### config.mk
export PLATFORM = sky130hd
export DESIGN_NAME = bin_image_stream_gen
export DESIGN_NICKNAME = d
export VERILOG_FILES = /design/src/rtl/bin_image_stream_gen.sv
export SDC_FILE = /design/constraint.sdc
export NUM_CORES = 1
export LEC_CHECK = 0
export CAP_MARGIN = 10
export CORE_MARGIN = 5
export CORE_UTILIZATION = 30
export DETAILED_ROUTE_END_ITERATION = 6
export PLACE_DENSITY = 0.54
export SLEW_MARGIN = 20
export SYNTH_ARGS = -nofsm -noshare
export SYNTH_HDL_FRONTEND = slang
export SYNTH_SLANG_ARGS = --single-unit
export TNS_END_PERCENT = 30
### constraint.sdc
create_clock -name clk -period 2.6 [get_ports clk]
set_input_delay 0.65 -clock clk [delete_from_list [all_inputs] [get_ports clk]]
set_output_delay 0.65 -clock clk [all_outputs]
set_load 0.02 [all_outputs]
### src/rtl/bin_image_stream_gen.sv
// ---------------------------------------------------------------------------
// bin_image_stream_gen
//   Replays a binary image held in an external 1-bit pixel memory as a
//   camera-style video stream (vsync / href / pixel). Frames are generated
//   back-to-back while enable is high; a frame in progress always completes.
//
// Ports
//   clk             pixel clock, all logic on its rising edge
//   rst_n           asynchronous active-low reset
//   enable          level; high = keep producing frames
//   rd_en           pixel-memory read strobe (registered)
//   rd_addr[19:0]   raster address of the pixel being read (registered)
//   rd_data         memory data, valid one clk after rd_en
//   per_frame_vsync frame sync, one clk behind the raster position
//   per_frame_href  active-pixel valid, aligned with rd_data
//   per_img_Bit     binary pixel, forced to 0 outside href
//   frame_done      1-clk pulse on the last clk of each frame
//   busy            high while a frame is in progress
// ---------------------------------------------------------------------------
module bin_image_stream_gen #(
  parameter logic [10:0] IMG_HDISP = 11'd640,
  parameter logic [10:0] IMG_VDISP = 11'd480,
  parameter logic [10:0] H_BLANK   = 11'd160,
  parameter logic [10:0] V_SYNC    = 11'd2,
  parameter logic [10:0] V_BACK    = 11'd2,
  parameter logic [10:0] V_FRONT   = 11'd2
) (
  input  logic        clk,
  input  logic        rst_n,
  input  logic        enable,
  output logic        rd_en,
  output logic [19:0] rd_addr,
  input  logic        rd_data,
  output logic        per_frame_vsync,
  output logic        per_frame_href,
  output logic        per_img_Bit,
  output logic        frame_done,
  output logic        busy
);

  localparam logic [11:0] HDISP     = {1'b0, IMG_HDISP};
  localparam logic [11:0] VSYNC_END = {1'b0, V_SYNC};
  localparam logic [11:0] ACT_START = {1'b0, V_SYNC} + {1'b0, V_BACK};
  localparam logic [11:0] ACT_END   = ACT_START + {1'b0, IMG_VDISP};
  localparam logic [11:0] H_TOTAL   = {1'b0, IMG_HDISP} + {1'b0, H_BLANK};
  localparam logic [11:0] V_TOTAL   = ACT_END + {1'b0, V_FRONT};
  localparam logic [11:0] H_LAST    = H_TOTAL - 12'd1;
  localparam logic [11:0] V_LAST    = V_TOTAL - 12'd1;

  typedef enum logic {IDLE = 1'b0, RUN = 1'b1} state_t;

  state_t      state_reg;
  logic [11:0] h_cnt_reg, v_cnt_reg;
  logic [19:0] pix_cnt_reg;
  logic        rd_en_reg, vsync0_reg;
  logic        vsync_d_reg, href_d_reg;
  logic        frame_done_reg, busy_reg;

  // Raster position and run flag for the next clk. All stage-0 outputs are
  // decoded from these so they line up with the registered counters.
  logic        run_next;
  logic [11:0] h_next, v_next;

  always_comb begin
    run_next = 1'b0;
    h_next   = 12'd0;
    v_next   = 12'd0;
    case (state_reg)
      IDLE: run_next = enable;   // start presents (0,0) on the first RUN clk
      RUN: begin
        if (h_cnt_reg == H_LAST) begin
          if (v_cnt_reg == V_LAST) begin
            // End of frame: restart at (0,0) with no gap, or stop.
            run_next = enable;
          end else begin
            run_next = 1'b1;
            v_next   = v_cnt_reg + 12'd1;
          end
        end else begin
          run_next = 1'b1;
          h_next   = h_cnt_reg + 12'd1;
          v_next   = v_cnt_reg;
        end
      end
      default: run_next = 1'b0;
    endcase
  end

  always_ff @(posedge clk or negedge rst_n) begin
    if (!rst_n) begin
      state_reg      <= IDLE;
      h_cnt_reg      <= 12'd0;
      v_cnt_reg      <= 12'd0;
      pix_cnt_reg    <= 20'd0;
      rd_en_reg      <= 1'b0;
      vsync0_reg     <= 1'b0;
      vsync_d_reg    <= 1'b0;
      href_d_reg     <= 1'b0;
      frame_done_reg <= 1'b0;
      busy_reg       <= 1'b0;
    end else begin
      state_reg      <= run_next ? RUN : IDLE;
      h_cnt_reg      <= h_next;
      v_cnt_reg      <= v_next;
      busy_reg       <= run_next;
      vsync0_reg     <= run_next && (v_next < VSYNC_END);
      rd_en_reg      <= run_next && (v_next >= ACT_START) && (v_next < ACT_END)
                        && (h_next < HDISP);
      frame_done_reg <= run_next && (h_next == H_LAST) && (v_next == V_LAST);
      // Pixel counter replaces line*HDISP+h: clear at every frame start,
      // step once after each read strobe.
      if (!run_next || (h_next == 12'd0 && v_next == 12'd0))
        pix_cnt_reg <= 20'd0;
      else if (rd_en_reg)
        pix_cnt_reg <= pix_cnt_reg + 20'd1;
      // One-clk delay matches the memory read latency.
      vsync_d_reg    <= vsync0_reg;
      href_d_reg     <= rd_en_reg;
    end
  end

  assign rd_en           = rd_en_reg;
  assign rd_addr         = pix_cnt_reg;
  assign per_frame_vsync = vsync_d_reg;
  assign per_frame_href  = href_d_reg;
  assign per_img_Bit     = href_d_reg & rd_data;
  assign frame_done      = frame_done_reg;
  assign busy            = busy_reg;

endmodule
==> results of run 1 <==
cell families after synthesis:
logic type / share of synthesized area, %
AND/OR/NAND/NOR: 31.1
buffers and inverters: 4.19
flip-flops: 42.3
XOR/XNOR: 10.1
multiplexers: 0.677
AO/OA/AOI/OAI: 9.95
adder cells (fa/ha/maj): 1.69
cell usage after synthesis (2+ instances only):
library cell  count
o21ai_0           7
clkbuf_1          2
a31oi_1           4
and4_1            5
nand4_1          11
a211oi_1          3
ha_1              4
and3_2            2
and3_1            3
or4_1             2
nor3_1           10
and2_1            3
o31ai_1           2
nor2_2           21
dfrtp_1          50
nor2b_1           3
nand2_1          16
nor2_1           27
nor4b_1           2
a21oi_1           6
or3_1             6
nor4_1            4
a211o_1           2
xnor2_1          13
and4bb_1          2
xor2_1           21
buf_2             4
inv_1             7
mux2i_1           2
nand3_1          21
buf_6             5
power by group:
part	internal (uW)	total, uW	switching, uW
clock network	187	444	257
registers	777	777	0
logic	6.14	22.3	16.1
total	970	1240	273
what timing repair did:
item,CTS,global route
setup buffers,0,1
resized for setup,0,7
cloned,0,1
setup endpoints to repair,20,22
pin swaps,0,1
layer usage:
layer / track usage [%] / vias to the layer above / wire, um
li1: - / 1211 / -
met3: 2.55 / 6 / 407
met1: 16.4 / 1150 / 3350
met4: 2.67 / 0 / 76
met2: 20.5 / 70 / 3230
met5: 0 / - / 0
layout by cell type, fill, tap and decap left out, drive strengths merged, types with 2 or more instances in the layout:
master and n:
nor2 48, a211o 3, a211oi 3, clkdlybuf4s50 28, a31oi 4, and2b 2, inv 8, nand4 12
or3 6, o31ai 3, and2 3, and4bb 3, xnor2 13, xor2 21, nor4 5, a21oi 7
and3 5, mux2i 2, o21ai 8, or4 3, dfrtp 50, and4 5, nor2b 3, nor3 11
nand3 22, buf 43, clkbuf 6, nand2 16, nor4b 2, ha 4
metrics by stage:
stage                     setup slack (ns)  TNS (ns)
final                              -0.0938     -1.46
after floorplan                     0.0220         0
after global routing                -0.213     -3.95
after CTS                          -0.0671     -1.15
after global placement            -0.00874    -0.142
after detailed placement           -0.0415    -0.721
final timing paths:
path	from	to	cells past startpoint
worst max-delay path	v_cnt_reg[1]$_DFF_PN0_	rd_addr[13]$_DFFE_PN0P_	11
max in group asynchronous	rst_n	h_cnt_reg[6]$_DFF_PN0_	2
worst min-delay path	rst_n	per_frame_href$_DFF_PN0_	1
worst min register to register	vsync0_reg$_DFF_PN0_	per_frame_vsync$_DFF_PN0_	0
worst max register to register	v_cnt_reg[1]$_DFF_PN0_	rd_addr[13]$_DFFE_PN0P_	11
min in group clk	vsync0_reg$_DFF_PN0_	per_frame_vsync$_DFF_PN0_	0
final cells by class:
type                            count  area, um^2  share of cell area (%)
Sequential cell                    50        1250                    33.1
Timing Repair Buffer               72         651                    17.2
Multi-Input combinational cell    231        1600                    42.4
Inverter                            7        26.3                   0.695
Clock inverter                      2        13.8                   0.364
Tap cell                          133         166                    4.40
Clock buffer                        5        68.8                    1.82
critical path, delay by kind of cell (launching register included):
family          cells  cell delay (ns)
buf+inv             3             0.40
fa+ha+maj           1             0.14
simple gates        5             1.21
compound gates      2             0.44
flops               1             0.39
==> impl_results.md, run 1 <==
- Port bufs: 29
- Netlist cell types: 61
- Clock slew at reported path FFs: 0.09 ns
- Post-synthesis sequential area ratio: 42.3%
- Drt pass-1 iters: 4
- # diodes: 0
- First-pass GRT wire length: 11,800 um
- Ys flop type: dfrtp_1
- Num rows: 36
- I/O pin count: 30
- Yosys top cell by area: dfrtp_1
- Largest register FFs: 20
- Final Worst Setup Slack: -0.0938 ns
- Largest net degree at the start of global routing: 28
- Initial DRC count: 98
- H-tree depth: 2
- Net Count, Synth: 308
- Async SR Flop Fraction: 100%
- Die Ht: 109 um
- Antenna violations before repair: 0
- Fin. max-slew vios: 0
- Post-Route Skew: 0.00874 ns
- Post-DP Area: 3640 um^2
- Die area: 11,900 um^2
- HPWL after detailed placement: 5390 um
- # setup viols final: 20
- Status: finished, violations left
- Area growth, synth to finish: 27.9%
- Dpl cells: 491
- Post-Synthesis Cells: 300
- R2r setup slk: -0.09 ns
- Post-Route WL: 7060 um
- Peak Freq: 0.371 GHz
- Core box area: 9680 um^2
- Initial Utilization: 30.5%
- Number of max-cap violations: 0
- CP required: 2.79 ns
- Critical Path Max Stage Delay: 0.49 ns
- Clk sinks: 50
- Total GRT Usage: 12.3%
- P_leak: 0.00160 uW
- Routed vias: 2,437
- VDD IR max: 0.204 mV
- CTS tree: yes
- Post-route ant nets: 0
- Min Tclk post-route: 2.69 ns
- CP Class: reg -> reg
- Final #Nets: 375
- Synth warn: 0
- # DRC: 0
- Later-pin clock latency in the skew report: 0.30 ns
- Final Power: 1240 uW
- Mapped Area: 2960 um^2
- Ratio of cells with drive above 1 in the final layout: 26.2%
- Crit path cell chain: inv_1 > ha_1 > or4b_4 > o31ai_4 > nor3_2 > a211o_1 > or4_4 > nor4_4 > buf_4 > clkbuf_16 > nor2_2
- Critical path's slowest cell: or4_4
- RSZ-0062 raised after global routing: true
- Routability cong.: 0.842
- Worst EP arrival: 2.89 ns
- Critical Path Start Type: flop
- Crit Path Max Fanout: 10
- Failing checks: setup timing
- Syn avg cell area: 9.86 um^2
- Vias in the first global route: 2,441
- Vias per cell: 4.87
- Final instance area: 3780 um^2
- CP Capture Type: flop
- Worst-case clock buffer depth: 2
- Max-Slew Margin vs Limit: 61.7%
- Final Hold Vio Count: 0
- Synth top area cells: dfrtp_1, xor2_1, nor2_2, xnor2_1, nand3_1
- TritonCTS Buffers: 5
- Crit share post-route: 104%
- Fin util: 39.0%
- Pwr dens: 329 nW/um^2
- CTS Hold Buffers Added: 0
- #FFs+latches synth: 50
- Post-synth EDFFs: 0
- Worst Tran Pin Value: 0.575 ns
- Hold Crit Class: in -> async
- Die W: 109 um
- Fillers: 982
- Clk root buf: clkbuf_8
- Avg WL per Cell: 14.1 um
- Non-Filler Instances: 500
- Fin Hold WS: 0.334 ns
- Yosys top cell area share: 42.3%
- Remaining Overflow, GRT: 0
(Power assumes the default switching activity.)
==> run 2: changes to the inputs <==
--- a/config.mk
+++ b/config.mk
@@ -5,11 +5,13 @@
 export SDC_FILE = /design/constraint.sdc
 export NUM_CORES = 1
 export LEC_CHECK = 0
+export ABC_CLOCK_PERIOD_IN_PS = 2600
 export CAP_MARGIN = 10
 export CORE_MARGIN = 5
-export CORE_UTILIZATION = 30
+export CORE_UTILIZATION = 53
+export CTS_BUF_LIST = sky130_fd_sc_hd__clkbuf_2 sky130_fd_sc_hd__clkbuf_4 sky130_fd_sc_hd__clkbuf_8
 export DETAILED_ROUTE_END_ITERATION = 6
-export PLACE_DENSITY = 0.54
+export PLACE_DENSITY = 0.83
 export SLEW_MARGIN = 20
 export SYNTH_ARGS = -nofsm -noshare
 export SYNTH_HDL_FRONTEND = slang
==> impl_results.md, run 2 (same netlist as run 1, synthesis figures left out) <==
- Fin. max-slew vios: 0 (unchanged)
- Post-route ant nets: 0 (unchanged)
- Commonest non-fill, non-tap cell in the layout: dfrtp_1 (unchanged)
- Final Hold Vio Count: 0 (unchanged)
- Total GRT Usage: 20.0% (was 12.3%)
- # diodes: 0 (unchanged)
- Max-Slew Margin vs Limit: 57.8% (was 61.7%)
- R2r setup slk: -0.06 ns (was -0.09 ns)
- Drt pass-1 iters: 4 (unchanged)
- P_leak: 0.00158 uW (was 0.00160 uW)
- Post-Route WL: 6830 um (was 7060 um)
- Most frequent cells in the layout: dfrtp_1, buf_4, clkdlybuf4s50_1 (unchanged)
- Clk sinks: 50 (unchanged)
- Final Worst Setup Slack: -0.0624 ns (was -0.0938 ns)
- Crit path cell chain: inv_1 > ha_1 > or4b_4 > o31ai_4 > nor3_2 > a211o_1 > or4_4 > nor4_4 > buf_12 > nor2_2 (was inv_1 > ha_1 > or4b_4 > o31ai_4 > nor3_2 > a211o_1 > or4_4 > nor4_4 > buf_4 > clkbuf_16 > nor2_2)
- Port bufs: 29 (unchanged)
- Peak Freq: 0.376 GHz (was 0.371 GHz)
- Worst Tran Pin Value: 0.631 ns (was 0.575 ns)
- CTS Hold Buffers Added: 0 (unchanged)
- Later-pin clock latency in the skew report: 0.31 ns (was 0.30 ns)
- Status: finished, violations left (unchanged)
- VDD IR max: 0.198 mV (was 0.204 mV)
- Vias in the first global route: 2,488 (was 2,441)
- Failing checks: setup timing (unchanged)
- CTS tree: yes (unchanged)
- Critical Path Max Stage Delay: 0.51 ns (was 0.49 ns)
- Pwr dens: 371 nW/um^2 (was 329 nW/um^2)
- Initial Utilization: 54.0% (was 30.5%)
- Final Power: 1360 uW (was 1240 uW)
- Critical Path Start Type: flop (unchanged)
- Post-Route Skew: 0.00955 ns (was 0.00874 ns)
- Vias per cell: 5.74 (was 4.87)
- Die W: 84.7 um (was 109 um)
- Routed vias: 2,492 (was 2,437)
- Avg WL per Cell: 15.7 um (was 14.1 um)
- Clk root buf: clkbuf_8 (unchanged)
- Ratio of cells with drive above 1 in the final layout: 24.6% (was 26.2%)
- RSZ-0062 raised after global routing: true (unchanged)
- Num rows: 27 (was 36)
- Antenna violations before repair: 0 (unchanged)
- Worst r2r path cells: 10 (was 11)
- Dpl cells: 426 (was 491)
- Hold Crit Class: in -> async (unchanged)
- First-pass GRT wire length: 11,800 um (about the same)
- I/O pin count: 30 (unchanged)
- Crit Path Max Fanout: 20 (was 10)
- Final #Nets: 369 (was 375)
- Largest net degree at the start of global routing: 28 (unchanged)
- Die area: 7170 um^2 (was 11,900 um^2)
- # setup viols final: 20 (unchanged)
- CP required: 2.80 ns (was 2.79 ns)
- CP Class: reg -> reg (unchanged)
- Critical path's slowest cell: or4_4 (unchanged)
- Min Tclk post-route: 2.66 ns (was 2.69 ns)
- TritonCTS Buffers: 5 (unchanged)
- Fin util: 66.9% (was 39.0%)
- Largest register FFs: 20 (unchanged)
- Remaining Overflow, GRT: 0 (unchanged)
- Core box area: 5470 um^2 (was 9680 um^2)
- # DRC: 0 (unchanged)
- Crit share post-route: 102% (was 104%)
- Initial DRC count: 162 (was 98)
- Clock slew at reported path FFs: 0.10 ns (was 0.09 ns)
- H-tree depth: 2 (unchanged)
- Routability cong.: 0.894 (was 0.842)
- Buffer count from post-CTS setup fixing: 0 (unchanged)
- Worst-case clock buffer depth: 2 (unchanged)
- CP Capture Type: flop (unchanged)
- HPWL after detailed placement: 5220 um (was 5390 um)
- Non-Filler Instances: 434 (was 500)
- Area growth, synth to finish: 23.9% (was 27.9%)
- Setup TNS: -0.985 ns (was -1.46 ns)
- Die Ht: 84.7 um (was 109 um)
- Worst EP arrival: 2.86 ns (was 2.89 ns)
- Number of max-cap violations: 0 (unchanged)
- Fin Hold WS: 0.309 ns (was 0.334 ns)
[run 2: stage by stage]
step	instance area (um^2)	worst slack, ns
2_1_floorplan	2960	0.0220
3_3_place_gp	3540	0.0211
3_5_place_dp	3540	-0.0434
4_1_cts	3650	-0.0538
5_1_grt	3660	-0.169
6_report	3660	-0.0624
[run 2: worst paths after layout]
check / startpoint / end
min in group clk: vsync0_reg$_DFF_PN0_ / per_frame_vsync$_DFF_PN0_
hold / removal: rst_n / rd_addr[6]$_DFFE_PN0P_
setup / recovery: v_cnt_reg[1]$_DFF_PN0_ / rd_addr[18]$_DFFE_PN0P_
max in group asynchronous: rst_n / v_cnt_reg[11]$_DFF_PN0_
hold reg to reg: vsync0_reg$_DFF_PN0_ / per_frame_vsync$_DFF_PN0_
setup reg to reg: v_cnt_reg[1]$_DFF_PN0_ / rd_addr[18]$_DFFE_PN0P_
[run 2: final cells by class]
| type | instances | area [um^2] |
|---|---|---|
| fillers | 452 | 1810 |
| multi-input cells | 231 | 1600 |
| flip-flops and latches | 50 | 1250 |
| repair buffers | 66 | 588 |
| well taps | 72 | 90.1 |
| clock buffers | 5 | 68.8 |
| clock inverters | 3 | 43.8 |
| inverters | 7 | 26.3 |
[run 2: report_power, final]
| part | switching (uW) | internal [uW] | total, uW |
|---|---|---|---|
| registers | 0 | 777 | 777 |
| logic | 15.4 | 6.13 | 21.5 |
| clock network | 271 | 289 | 560 |
[run 2: timing repair]
| item | in CTS | in global routing |
|---|---|---|
| setup endpoints to repair | 20 | 21 |
| gates resized for setup | 0 | 5 |
| endpoints found under the hold margin | 0 | 0 |
| cloned | 0 | 0 |
[run 2: worst max-delay path: cells and delay by family (launching register included)]
kind                     cells  cell delay, ns
AO/OA/AOI/OAI                2            0.44
flip-flops                   1            0.39
AND/OR/NAND/NOR              5            1.31
buffers and inverters        2            0.28
adder cells (fa/ha/maj)      1            0.14
[run 2: routing by layer]
metal	wire length (um)	vias to the layer above	part of all wire [%]	global-route usage, %
met5	0	-	0	0
met4	96	0	1.4	5.76
met3	467	12	6.8	4.32
met2	3310	92	48	33.3
met1	2960	1193	43	26.2
li1	-	1195	-	-
==> run 3: changes to the inputs <==
--- a/config.mk
+++ b/config.mk
@@ -9,7 +9,7 @@
 export CAP_MARGIN = 10
 export CORE_MARGIN = 5
 export CORE_UTILIZATION = 53
-export CTS_BUF_LIST = sky130_fd_sc_hd__clkbuf_2 sky130_fd_sc_hd__clkbuf_4 sky130_fd_sc_hd__clkbuf_8
+export CTS_BUF_LIST = sky130_fd_sc_hd__clkbuf_8
 export DETAILED_ROUTE_END_ITERATION = 6
 export PLACE_DENSITY = 0.83
 export SLEW_MARGIN = 20
==> results of run 3 <==
Final layout, timing and power as in run 2 (identical DEF).
